===== src/rtl/zpulse_stats.sv =====
// zpulse_stats: gain-scaled photon pulse samples, saturating accumulator and per-frame max/min.
// Define ZPULSE_STATS_PEAKHOLD_EN to keep running max/min across frames until iClear or en=0.
module zpulse_stats #(
  parameter int POINTS = 600,
  parameter int IDX_W  = 10
) (
  input  logic             clk,
  input  logic             rst_n,
  input  logic             en,
  input  logic             iPause,
  input  logic             iClear,
  input  logic             iPulse_Valid,
  input  logic [31:0]      iPulse_Count,
  input  logic [7:0]       iGain_Divider,
  output logic             oData_Update,
  output logic [31:0]      oPulse_Counter,
  output logic [31:0]      oPulseCounter_Accumulated,
  output logic [15:0]      oMaxPulseCounter,
  output logic [15:0]      oMinPulseCounter,
  output logic [IDX_W-1:0] oPoint_Index,
  output logic             oFrame_Done
);

  typedef enum logic [1:0] {DISABLED, CLEAR, PAUSE, RUN} state_t;

  localparam logic [IDX_W-1:0] LAST_IDX = IDX_W'(POINTS - 1);

  state_t      stateReg;
  state_t      stateNext;
  logic        accept;
  logic [2:0]  shiftAmt;
  logic [31:0] scaled;
  logic [31:0] s1Reg;
  logic        v1Reg;
  logic [15:0] runMaxReg;
  logic [15:0] runMinReg;
  logic [15:0] sat16;
  logic [15:0] maxNew;
  logic [15:0] minNew;
  logic [32:0] accSum;
  logic        lastPoint;

  always_ff @(posedge clk or negedge rst_n) begin
    if (!rst_n) stateReg <= DISABLED;
    else        stateReg <= stateNext;
  end

  // stateNext is the mode applied to this cycle's inputs; a sample is only taken
  // once the registered state has left DISABLED, i.e. one cycle after en rises.
  always_comb begin
    stateNext = RUN;
    accept    = 1'b0;
    if (!en)         stateNext = DISABLED;
    else if (iClear) stateNext = CLEAR;
    else if (iPause) stateNext = PAUSE;
    if (stateNext == RUN && stateReg != DISABLED) accept = iPulse_Valid;
  end

  assign shiftAmt  = (iGain_Divider > 8'd7) ? 3'd7 : iGain_Divider[2:0];
  assign scaled    = iPulse_Count >> shiftAmt;
  assign sat16     = (s1Reg > 32'h0000_FFFF) ? 16'hFFFF : s1Reg[15:0];
  assign maxNew    = (sat16 > runMaxReg) ? sat16 : runMaxReg;
  assign minNew    = (sat16 < runMinReg) ? sat16 : runMinReg;
  assign accSum    = {1'b0, oPulseCounter_Accumulated} + {1'b0, s1Reg};
  assign lastPoint = (oPoint_Index == LAST_IDX);

  always_ff @(posedge clk or negedge rst_n) begin
    if (!rst_n) begin
      s1Reg                     <= '0;
      v1Reg                     <= 1'b0;
      runMaxReg                 <= 16'h0000;
      runMinReg                 <= 16'hFFFF;
      oData_Update              <= 1'b0;
      oPulse_Counter            <= '0;
      oPulseCounter_Accumulated <= '0;
      oMaxPulseCounter          <= '0;
      oMinPulseCounter          <= '0;
      oPoint_Index              <= '0;
      oFrame_Done               <= 1'b0;
    end else if (stateNext == DISABLED) begin
      s1Reg                     <= '0;
      v1Reg                     <= 1'b0;
      runMaxReg                 <= 16'h0000;
      runMinReg                 <= 16'hFFFF;
      oData_Update              <= 1'b0;
      oPulse_Counter            <= '0;
      oPulseCounter_Accumulated <= '0;
      oMaxPulseCounter          <= '0;
      oMinPulseCounter          <= '0;
      oPoint_Index              <= '0;
      oFrame_Done               <= 1'b0;
    end else begin
      oData_Update <= 1'b0;
      oFrame_Done  <= 1'b0;
      v1Reg        <= accept;
      if (accept) s1Reg <= scaled;
      if (stateNext == CLEAR) begin
        // Clear also discards whatever sits in stage 1 (v1Reg <= accept is 0 here).
        oPulseCounter_Accumulated <= '0;
        oPoint_Index              <= '0;
        runMaxReg                 <= 16'h0000;
        runMinReg                 <= 16'hFFFF;
        oMaxPulseCounter          <= '0;
        oMinPulseCounter          <= '0;
      end else if (v1Reg) begin
        oData_Update              <= 1'b1;
        oPulse_Counter            <= s1Reg;
        oPulseCounter_Accumulated <= accSum[32] ? 32'hFFFF_FFFF : accSum[31:0];
        if (lastPoint) begin
          oMaxPulseCounter <= maxNew;
          oMinPulseCounter <= minNew;
          oFrame_Done      <= 1'b1;
          oPoint_Index     <= '0;
`ifdef ZPULSE_STATS_PEAKHOLD_EN
          runMaxReg        <= maxNew;
          runMinReg        <= minNew;
`else
          runMaxReg        <= 16'h0000;
          runMinReg        <= 16'hFFFF;
`endif
        end else begin
          runMaxReg    <= maxNew;
          runMinReg    <= minNew;
          oPoint_Index <= oPoint_Index + IDX_W'(1);
        end
      end
    end
  end

endmodule


===== config.mk =====
export PLATFORM = sky130hd
export DESIGN_NAME = zpulse_stats
export DESIGN_NICKNAME = d
export VERILOG_FILES = /design/src/rtl/zpulse_stats.sv
export SDC_FILE = /design/constraint.sdc
export NUM_CORES = 1
export LEC_CHECK = 0
export CORE_ASPECT_RATIO = 1.25
export CORE_MARGIN = 2
export CORE_UTILIZATION = 40
export CTS_CLUSTER_DIAMETER = 30
export DETAILED_ROUTE_END_ITERATION = 10
export HOLD_SLACK_MARGIN = 0.05
export PLACE_DENSITY = 0.64
export SYNTH_ARGS = -nofsm -noshare
export SYNTH_HDL_FRONTEND = slang
export SYNTH_SLANG_ARGS = --single-unit

===== constraint.sdc =====
create_clock -name clk -period 3.6 [get_ports clk]
set_clock_uncertainty 0.1 [all_clocks]
set_input_delay 0.36 -clock clk [delete_from_list [all_inputs] [get_ports clk]]
set_output_delay 0.36 -clock clk [all_outputs]
set_load 0.01 [all_outputs]

Word level (Yosys, flattened, before mapping):

Cells that the tools add are included.

* add/sub/neg operators: 2
* $lt $le $gt $ge: 4
* eq/ne operators: 4
* shift operators: 1
* mux-type cells: 45
* reductions and logical operators: 9

Operator list (count)
* $mux 16: 19
* $mux 32: 9
* $mux 10: 4
* $add 32x32->33: 1
* $gt 32x16->1 const B: 1
* $shr 32x3->32: 1
* $gt 16x16->1: 1
* $lt 16x16->1: 1
* $add 10x1->10 const B: 1
* $eq 10x10->1 const B: 1
* $mux 1: 10
* $gt 8x3->1 const B: 1
* $reduce_bool 2->1: 3
* $reduce_bool 3->1: 2
* $mux 2: 2
* $reduce_and 2->1: 2
* $mux 3: 1
* $eq 2x1->1 const B: 1
* $eq 2x2->1 const B: 1
* $logic_not 2->1: 1
* $ne 2x2->1 const B: 1
* $logic_and 1x1->1: 1

* register bits: 175
* input port bits: 46

Logic depth before layout (Yosys ltp):

Gate-level depths: netlist of the first run.

* word-level depth: 8
* depth in mapped cells: 16

Worst setup path after synthesis of the first run:

No wires, ideal clock.

* kind: flip-flop to flip-flop
* start: reg s1Reg[28]
* end: reg runMaxReg[10]
* setup time: 0.078 ns
* arrival: 3.353 ns
* path slack: 0.069 ns
* cell stages (with the launch flop): 17
* period minus slack after synthesis: 3.531 ns
* cells stage by stage: dfrtp_1 -> nor4_2 -> nand4_2 -> clkbuf_1 -> nor2_1 -> inv_1 -> ha_1 -> a21o_1 -> a21o_1 -> a21o_1 -> a21oi_1 -> o211ai_1 -> o31a_1 -> buf_2 -> o21ai_1 -> buf_2 -> o2bb2ai_1

* word-level cells in the longest chain between the ends: 8

Ends and longest elaborated chain
* start: declaration: line 33 `logic [31:0] s1Reg;`
* start signal: assignment: line 96 `if (accept) s1Reg <= scaled;`
* $gt 32x16->1 *: line 61 `assign sat16 = (s1Reg > 32'h0000_FFFF) ? 16'hFFFF : s1Reg[15:0];`
* $mux 16 *: line 61
* $gt 16x16->1: line 62 `assign maxNew = (sat16 > runMaxReg) ? sat16 : runMaxReg;`
* $mux 16 *: line 62
* $mux 16 *: line 109 `if (lastPoint) begin`
* $mux 16 *: line 105 `end else if (v1Reg) begin`
* $mux 16 *: line 97 `if (stateNext == CLEAR) begin`
* $mux 16 *: line 80 `end else if (stateNext == DISABLED) begin`
* end signal: assignment: line 122 `runMaxReg <= maxNew;`
* end: declaration: line 35 `logic [15:0] runMaxReg;`

Every way passes the cells marked *; elsewhere a longest branch is shown, timed or not. The select of a mux whose other input is x is not followed.
A chain may end at the register's enable or synchronous reset.

Worst setup path after layout of the first run:

* start: reg s1Reg[24]
* end: reg oMaxPulseCounter[4]

* word-level cells in the longest chain between the ends: 8

Ends and longest elaborated chain
* $gt 32x16->1 *: line 61
* $mux 16 *: line 61
* $gt 16x16->1: line 62
* $mux 16 *: line 62
* $mux 16 *: line 109
* $mux 16 *: line 105
* $mux 16 *: line 97
* $mux 16 *: line 80
* end signal: assignment: line 110 `oMaxPulseCounter <= maxNew;`
* end: declaration: line 18 `output logic [15:0] oMaxPulseCounter,`

Marked as above.

==> impl_metrics.env, run 1 <==
export IMPL_place_congestion=0.895
export IMPL_root_buffer="clkbuf_16"
export IMPL_synth_top_family_by_area="compound AO/OA/AOI/OAI gates"
export IMPL_netlist_instances=1158
export IMPL_dr_first_iter_drc_count=557
export IMPL_synth_top_area_share_pct=36.8
export IMPL_multiInputGateArea_sq_mm=0.00612
export IMPL_cts_tree="done"
export IMPL_grt_max_degree=74
export IMPL_post_drt_wl_per_cell_um=18.6
export IMPL_dp_hpwl_um=23900
export IMPL_die_area_sq_mm=0.0284
export IMPL_worst_slew_pin_slew_ps=1000
export IMPL_globalRouteOverflowTotal=0
export IMPL_synthFlopType="dfrtp_1"
export IMPL_synth_simple_area_share_pct=15.1
export IMPL_setup_ws_ps=74.2
export IMPL_swShare_pct=30.8
export IMPL_htree_levels=4
export IMPL_antenna_found_initial=0
export IMPL_grt_pass1_vias=9391
export IMPL_wl_met3_um=1330
export IMPL_p_sw_mw=1.52
export IMPL_min_path_type="primary input to async pin"
export IMPL_vias=9478
export IMPL_hold_viol=0
export IMPL_drc=0
export IMPL_fin_util_pct=53.0
export IMPL_clock_fmax_mhz=284
export IMPL_slew_headroom_pct=33.0
export IMPL_final_max_slew_viol_count=0
export IMPL_critPathMaxFanout=8
export IMPL_io_pin_count=154
export IMPL_post_route_period_util_pct=97.9
export IMPL_place_area_sq_mm=0.0131
export IMPL_internal_power_mw=3.41
export IMPL_portBuffers=153
export IMPL_path_class="register to register"
export IMPL_cap_violations=0
export IMPL_max_stage_delay_ps=430
export IMPL_yosysSeqAreaShare_pct=40.7
export IMPL_wl_met2_um=16700
export IMPL_synthAdderAreaFrac_pct=7.59
export IMPL_power_density_mw_per_mm2=348
export IMPL_viasPerCell=5.53
export IMPL_synth_xor_area_share_pct=2.51
export IMPL_syn_area_per_cell_sq_um=9.34
export IMPL_highest_layer="met4"
export IMPL_grtUsageTotal_pct=22.9
export IMPL_cts_buffer_depth=2
export IMPL_outcome="complete, no violations"
export IMPL_synth_edf_count=0
export IMPL_nets=1468
export IMPL_pre_cts_slack_ps=-116
export IMPL_dr_pass1_iters=4
export IMPL_netlist_area_sq_mm=0.0108
export IMPL_tns_ps=0
export IMPL_power_frac_seq_pct=40.5
export IMPL_synth_compound_area_share_pct=18.4
export IMPL_synth_seq_cells=175
export IMPL_path_cells="nor4_4 -> nand4_4 -> buf_6 -> nor2_2 -> inv_2 -> ha_4 -> nand3_1 -> nor3_2 -> nand2_1 -> a221o_1 -> o211ai_1 -> o31a_1 -> buf_4 -> buf_12 -> mux2i_2 -> o21ai_1"
export IMPL_numCtsBuffers=17
export IMPL_syn2layout_area_growth_pct=31.0
export IMPL_die_w_um=151
export IMPL_yosysTopAreaCell="dfrtp_1"
export IMPL_diodes=0
export IMPL_r2r_start="s1Reg[24]"
export IMPL_cp_end_kind="register"
export IMPL_ir_drop_v=0.000385
export IMPL_route_final_wire_length_um=32000
export IMPL_core_sq_mm=0.0267
export IMPL_synth_nets=1269
export IMPL_critPathLaunch="s1Reg[24]"
export IMPL_critPathLaunchType="register"
export IMPL_synthMuxAreaShare_pct=10.7
export IMPL_async_flop_share_pct=100
export IMPL_clk_pin_slew_ps=90
export IMPL_cp_required_ps=3820
export IMPL_synthTopCellsByArea="dfrtp_1 37%, mux2i_1 10%, ha_1 7.4%"
export IMPL_die_h_um=188
export IMPL_layout_cells_non_filler=1715
export IMPL_p_leak_nw=6.39
export IMPL_period_minus_slack_ps=3530
export IMPL_rsz0062_at_grt="yes"
export IMPL_start_util_pct=40.4
export IMPL_insertion_delay_ps=460
export IMPL_clock_sinks=175
export IMPL_pwr_share_clk_pct=40.2
export IMPL_crit_arrival_ps=3750
export IMPL_final_layout_size_suffix_gt1_share_pct=15.1
export IMPL_wl_met1_um=13100
export IMPL_ant_nets=0
export IMPL_design_area_sq_mm=0.0142
export IMPL_seqCellArea_sq_mm=0.00440
export IMPL_num_rows=67
export IMPL_power_frac_comb_pct=19.3
export IMPL_cp_slowest_cell="dfrtp_1"
export IMPL_ys_types=76
export IMPL_finalSetupViolCount=0
export IMPL_nFillCells=2429
export IMPL_grt_pass1_wl_um=50800
export IMPL_dp_cells=1670
export IMPL_yosys_warnings=0
-- worst max-delay path: cells and delay by family, from the launching register on --
family / cells / cell delay, ps
simple gates: 6 / 1100
mux: 1 / 220
buf+inv: 4 / 560
flops: 1 / 430
fa+ha+maj: 1 / 270
compound gates: 4 / 700
-- layer usage --
layer,up-vias,track usage (%)
li1,4582,-
met1,4611,28.5
met2,237,40.1
met5,-,0
met3,48,3.89
met4,0,7.19
-- Yosys cell counts (7+ instances only) --
cell type / n
o2bb2ai_1: 17
a21oi_1: 57
mux2i_1: 112
ha_1: 64
dfrtp_1: 159
a21o_1: 21
nand2_1: 137
clkbuf_1: 40
and3_1: 9
nand3_1: 77
nor2_1: 51
inv_1: 63
o211ai_1: 7
buf_2: 12
a31oi_1: 22
xnor2_1: 11
nand4_1: 10
o21ai_0: 113
a2bb2oi_2: 10
nand2b_1: 7
xor2_1: 20
dfstp_2: 16
a211oi_1: 9
-- power by group through the flow --
stage | Combinational (mW) | Sequential (mW) | Clock, mW
floorplan | 0.422 | 2.03 | 0
global placement | 0.788 | 2.04 | 0
detailed placement | 0.800 | 2.04 | 0
CTS | 0.807 | 2.00 | 2.02
global route | 1.04 | 2.00 | 2.11
finish | 0.950 | 2.00 | 1.98
-- what timing repair did --
action | 4_1_cts | 5_1_grt
buffers inserted | 0 | 9
cloned | 0 | 3
endpoints found under the hold margin | 64 | 0
endpoints found under the setup margin | 38 | 64
hold buffers | 1 | 0
pin swaps | 0 | 12
resized for setup | 7 | 60
-- stage by stage --
stage | power [mW] | hold slack (ps)
finish | 4.93 | 350
global route | 5.15 | 401
CTS | 4.82 | 382
detailed placement | 2.84 | 313
global placement | 2.82 | 304
floorplan | 2.45 | -35.6
-- area by class of cell --
type / instances / area share [%]
inverters: 64 / 1.70
flip-flops and latches: 175 / 31.1
clock buffers: 17 / 3.00
clock inverters: 15 / 1.56
repair buffers: 243 / 16.4
well taps: 345 / 3.05
multi-input cells: 856 / 43.2
-- worst paths after layout --
check / end / slack, ps / cells after the start
setup / recovery: oMaxPulseCounter[4] / 70 / 16
hold / removal: s1Reg[24] / 350 / 2
setup reg to reg: oMaxPulseCounter[4] / 70 / 16
hold reg to reg: oMinPulseCounter[8] / 380 / 2
max in group asynchronous: runMinReg[8] / 2030 / 3
min in group clk: oMinPulseCounter[8] / 380 / 2
-- registers in the layout, indices dropped and copies added (netlist names) --
name / flops
runMinReg: 16
oMaxPulseCounter: 16
v1Reg: 1
oMinPulseCounter: 16
s1Reg: 32
oPoint_Index: 10
oPulse_Counter: 32
oFrame_Done: 1
runMaxReg: 16
oPulseCounter_Accumulated: 32
oData_Update: 1
stateReg: 2
-- placed cells by master, fill, tap and decap left out, drive strengths merged, types with 5 or more instances in the layout --
cell and n:
nand4 11, dfrtp 159, nand2b 7, nor2 55, a21oi 58, mux2i 112
o2bb2ai 17, buf 89, nor3 6, o21ai 117, nand3 77, ha 64
nor4 6, clkbuf 19, and3 9, a21o 21, clkinv 8, inv 71
a31oi 22, nor2b 6, nand2 137, clkdlybuf4s50 151, o211ai 7, dfstp 16
a211oi 9, xnor2 11, o31ai 5, xor2 20, a2bb2oi 16
-- kinds of logic after synthesis --
family | count (synthesis)
DFF | 175
and+or+nand+nor | 338
xor gates and xnor gates | 31
adders and majority gates | 65
muxes | 115
AOI/OAI and AO/OA | 307
buffers and inverters | 127
Note: power is estimated with default switching activity, not from simulation.
==> inputs of run 2 (changes only) <==
==> constraint.sdc (replaced) <==
create_clock -name clk -period 2.9 [get_ports clk]
set_clock_uncertainty 0.1 [all_clocks]
set_input_delay 0.29 -clock clk [delete_from_list [all_inputs] [get_ports clk]]
set_output_delay 0.29 -clock clk [all_outputs]
set_load 0.05 [all_outputs]
==> run 2 against run 1 <==
The flow now finishes with violations (negative setup slack). Sequential power is 24% higher. Fmax is 2.4% higher. Design area is 3.6% higher. Combinational power is 24% higher. Power is 20% higher. Die area stayed put. First-iteration DRC count is 3.4% higher. Largest power group unchanged.
==> impl_metrics.env, run 2 (synthesized netlist as in run 1, its figures left out) <==
export IMPL_path_class="register to register"
export IMPL_clock_fmax_mhz=291
export IMPL_tns_ps=-28570
export IMPL_clk_pin_slew_ps=80
export IMPL_final_cell_mix="156 x dfrtp_1, 151 x clkdlybuf4s50_1, 135 x nand2_1"
export IMPL_critPathMaxFanout=16
export IMPL_numCtsBuffers=17
export IMPL_dr_pass1_iters=7
export IMPL_rsz0062_at_grt="yes"
export IMPL_final_layout_size_suffix_gt1_share_pct=19.4
export IMPL_layout_commonest_cell="dfrtp_1"
export IMPL_crit_arrival_ps=3660
export IMPL_portBuffers=153
export IMPL_path_depth=15
export IMPL_crit_path_frequent_cell="o21ai_0"
export IMPL_layout_cells_non_filler=1771
export IMPL_dp_hpwl_um=24300
export IMPL_cp_slowest_cell="dfrtp_1"
export IMPL_globalRouteOverflowTotal=0
export IMPL_syn2layout_area_growth_pct=35.7
export IMPL_cts_buffer_depth=2
export IMPL_cap_violations=0
export IMPL_post_drt_wl_per_cell_um=18.2
export IMPL_ant_nets=0
export IMPL_die_area_sq_mm=0.0284
export IMPL_io_pin_count=154
export IMPL_antenna_found_initial=0
export IMPL_final_max_slew_viol_count=0
export IMPL_dp_cells=1735
export IMPL_grtUsageTotal_pct=23.0
export IMPL_path_cells="nor4_4 -> nand4_2 -> buf_12 -> nor2_2 -> inv_1 -> ha_1 -> and3_1 -> o21ai_0 -> a211oi_2 -> o2bb2ai_1 -> a31o_1 -> o21ai_4 -> clkbuf_16 -> mux2i_2 -> o21ai_0"
export IMPL_r2r_start="s1Reg[28]"
export IMPL_drc=0
export IMPL_hold_viol=0
export IMPL_dr_first_iter_drc_count=576
export IMPL_cts_tree="done"
export IMPL_grt_pass1_vias=9694
export IMPL_r2r_slack_ps=-540
export IMPL_grt_max_degree=73
export IMPL_place_congestion=0.928
export IMPL_clock_sinks=175
export IMPL_finalSetupViolCount=64
export IMPL_p_leak_nw=6.71
export IMPL_nets=1524
export IMPL_htree_levels=4
export IMPL_power_density_mw_per_mm2=404
export IMPL_nFillCells=2431
export IMPL_insertion_delay_ps=440
export IMPL_crit_buf_inv=3
export IMPL_core_sq_mm=0.0267
export IMPL_outcome="finished with violations"
export IMPL_grt_pass1_wl_um=51400
export IMPL_cp_end_kind="register"
export IMPL_cp_required_ps=3120
export IMPL_route_final_wire_length_um=32300
export IMPL_failed_checks="negative setup slack"
export IMPL_ff2ff_path_depth=15
export IMPL_root_buffer="clkbuf_16"
export IMPL_vias=9571
export IMPL_start_util_pct=40.4
export IMPL_diodes=0
export IMPL_post_route_period_util_pct=119
export IMPL_die_h_um=188
export IMPL_min_path_type="primary input to async pin"
export IMPL_cp_top_family="compound AO/OA/AOI/OAI gates"
export IMPL_slew_headroom_pct=52.5
export IMPL_worst_slew_pin_slew_ps=713
export IMPL_max_stage_delay_ps=410
export IMPL_setup_ws_ps=-542
export IMPL_num_rows=67
export IMPL_die_w_um=151
export IMPL_reg_largest_list="oPulseCounter_Accumulated x32, oPulse_Counter x32, s1Reg x32"
export IMPL_reg2reg_to="oMinPulseCounter[11]"
export IMPL_critPathLaunchType="register"
export IMPL_viasPerCell=5.40
export IMPL_ir_drop_v=0.000398
export IMPL_period_minus_slack_ps=3440
run 2: cell types whose count changed in the layout (fill, tap and decap cells not counted), sizes merged:
cell and change:
clkbuf +1, clkinv -2, buf +57
run 2: timing repair:
| item | 4_1_cts | 5_1_grt |
|---|---|---|
| endpoints found under the hold margin | 70 | 0 |
| hold buffers | 1 | 0 |
| pin swaps | 1 | 1 |
| endpoints found under the setup margin | 65 | 96 |
| gates resized for setup | 27 | 26 |
| gates cloned | 1 | 1 |
| setup buffers | 0 | 1 |
run 2: area by class of cell:
| cell class | count | area, sq um | share of cell area [%] |
|---|---|---|---|
| multi-input combinational | 856 | 6210 | 42.3 |
| sequential | 175 | 4400 | 30.0 |
| timing repair buffer | 299 | 2820 | 19.2 |
| clock buffer | 19 | 443 | 3.02 |
| tap | 345 | 432 | 2.94 |
| inverter | 64 | 240 | 1.64 |
| clock inverter | 13 | 125 | 0.853 |
run 2: power by group:
part	switching [mW]	internal (mW)	leakage, nW
Sequential	0.0246	2.46	2.38
Combinational	0.627	0.556	4.05
Clock	1.10	1.16	0.282
run 2: worst max-delay path by stage:
stage | from | slack, ps | to
after floorplan | s1Reg[16] | -320 | oMaxPulseCounter[11]
after global placement | s1Reg[28] | -500 | runMinReg[1]
after detailed placement | s1Reg[28] | -630 | runMinReg[2]
after CTS | s1Reg[28] | -460 | oMaxPulseCounter[7]
after global routing | s1Reg[28] | -690 | oMinPulseCounter[11]
final | s1Reg[28] | -540 | oMinPulseCounter[11]
run 2: metrics by stage:
| step | power (mW) | cell area [sq um] | hold slack [ps] | util, % | worst slack, ps |
|---|---|---|---|---|---|
| 2_1_floorplan | 3.11 | 10900 | -106 | - | -320 |
| 5_1_grt | 6.18 | 14700 | 375 | 54.9 | -688 |
| 3_3_place_gp | 3.61 | 13800 | 266 | 51.5 | -497 |
| 6_report | 5.93 | 14700 | 330 | 54.9 | -542 |
| 4_1_cts | 5.93 | 14500 | 341 | 54.3 | -465 |
| 3_5_place_dp | 3.62 | 13800 | 273 | 51.5 | -626 |
run 2: layer usage:
layer	wire length (um)	global-route usage, %	vias to the layer above	share of wire [%]
met4	1000	8.16	0	3.1
li1	-	-	4683	-
met1	13300	28.4	4599	41
met5	0	0	-	0
met3	1310	3.77	56	4.1
met2	16600	40.4	233	52
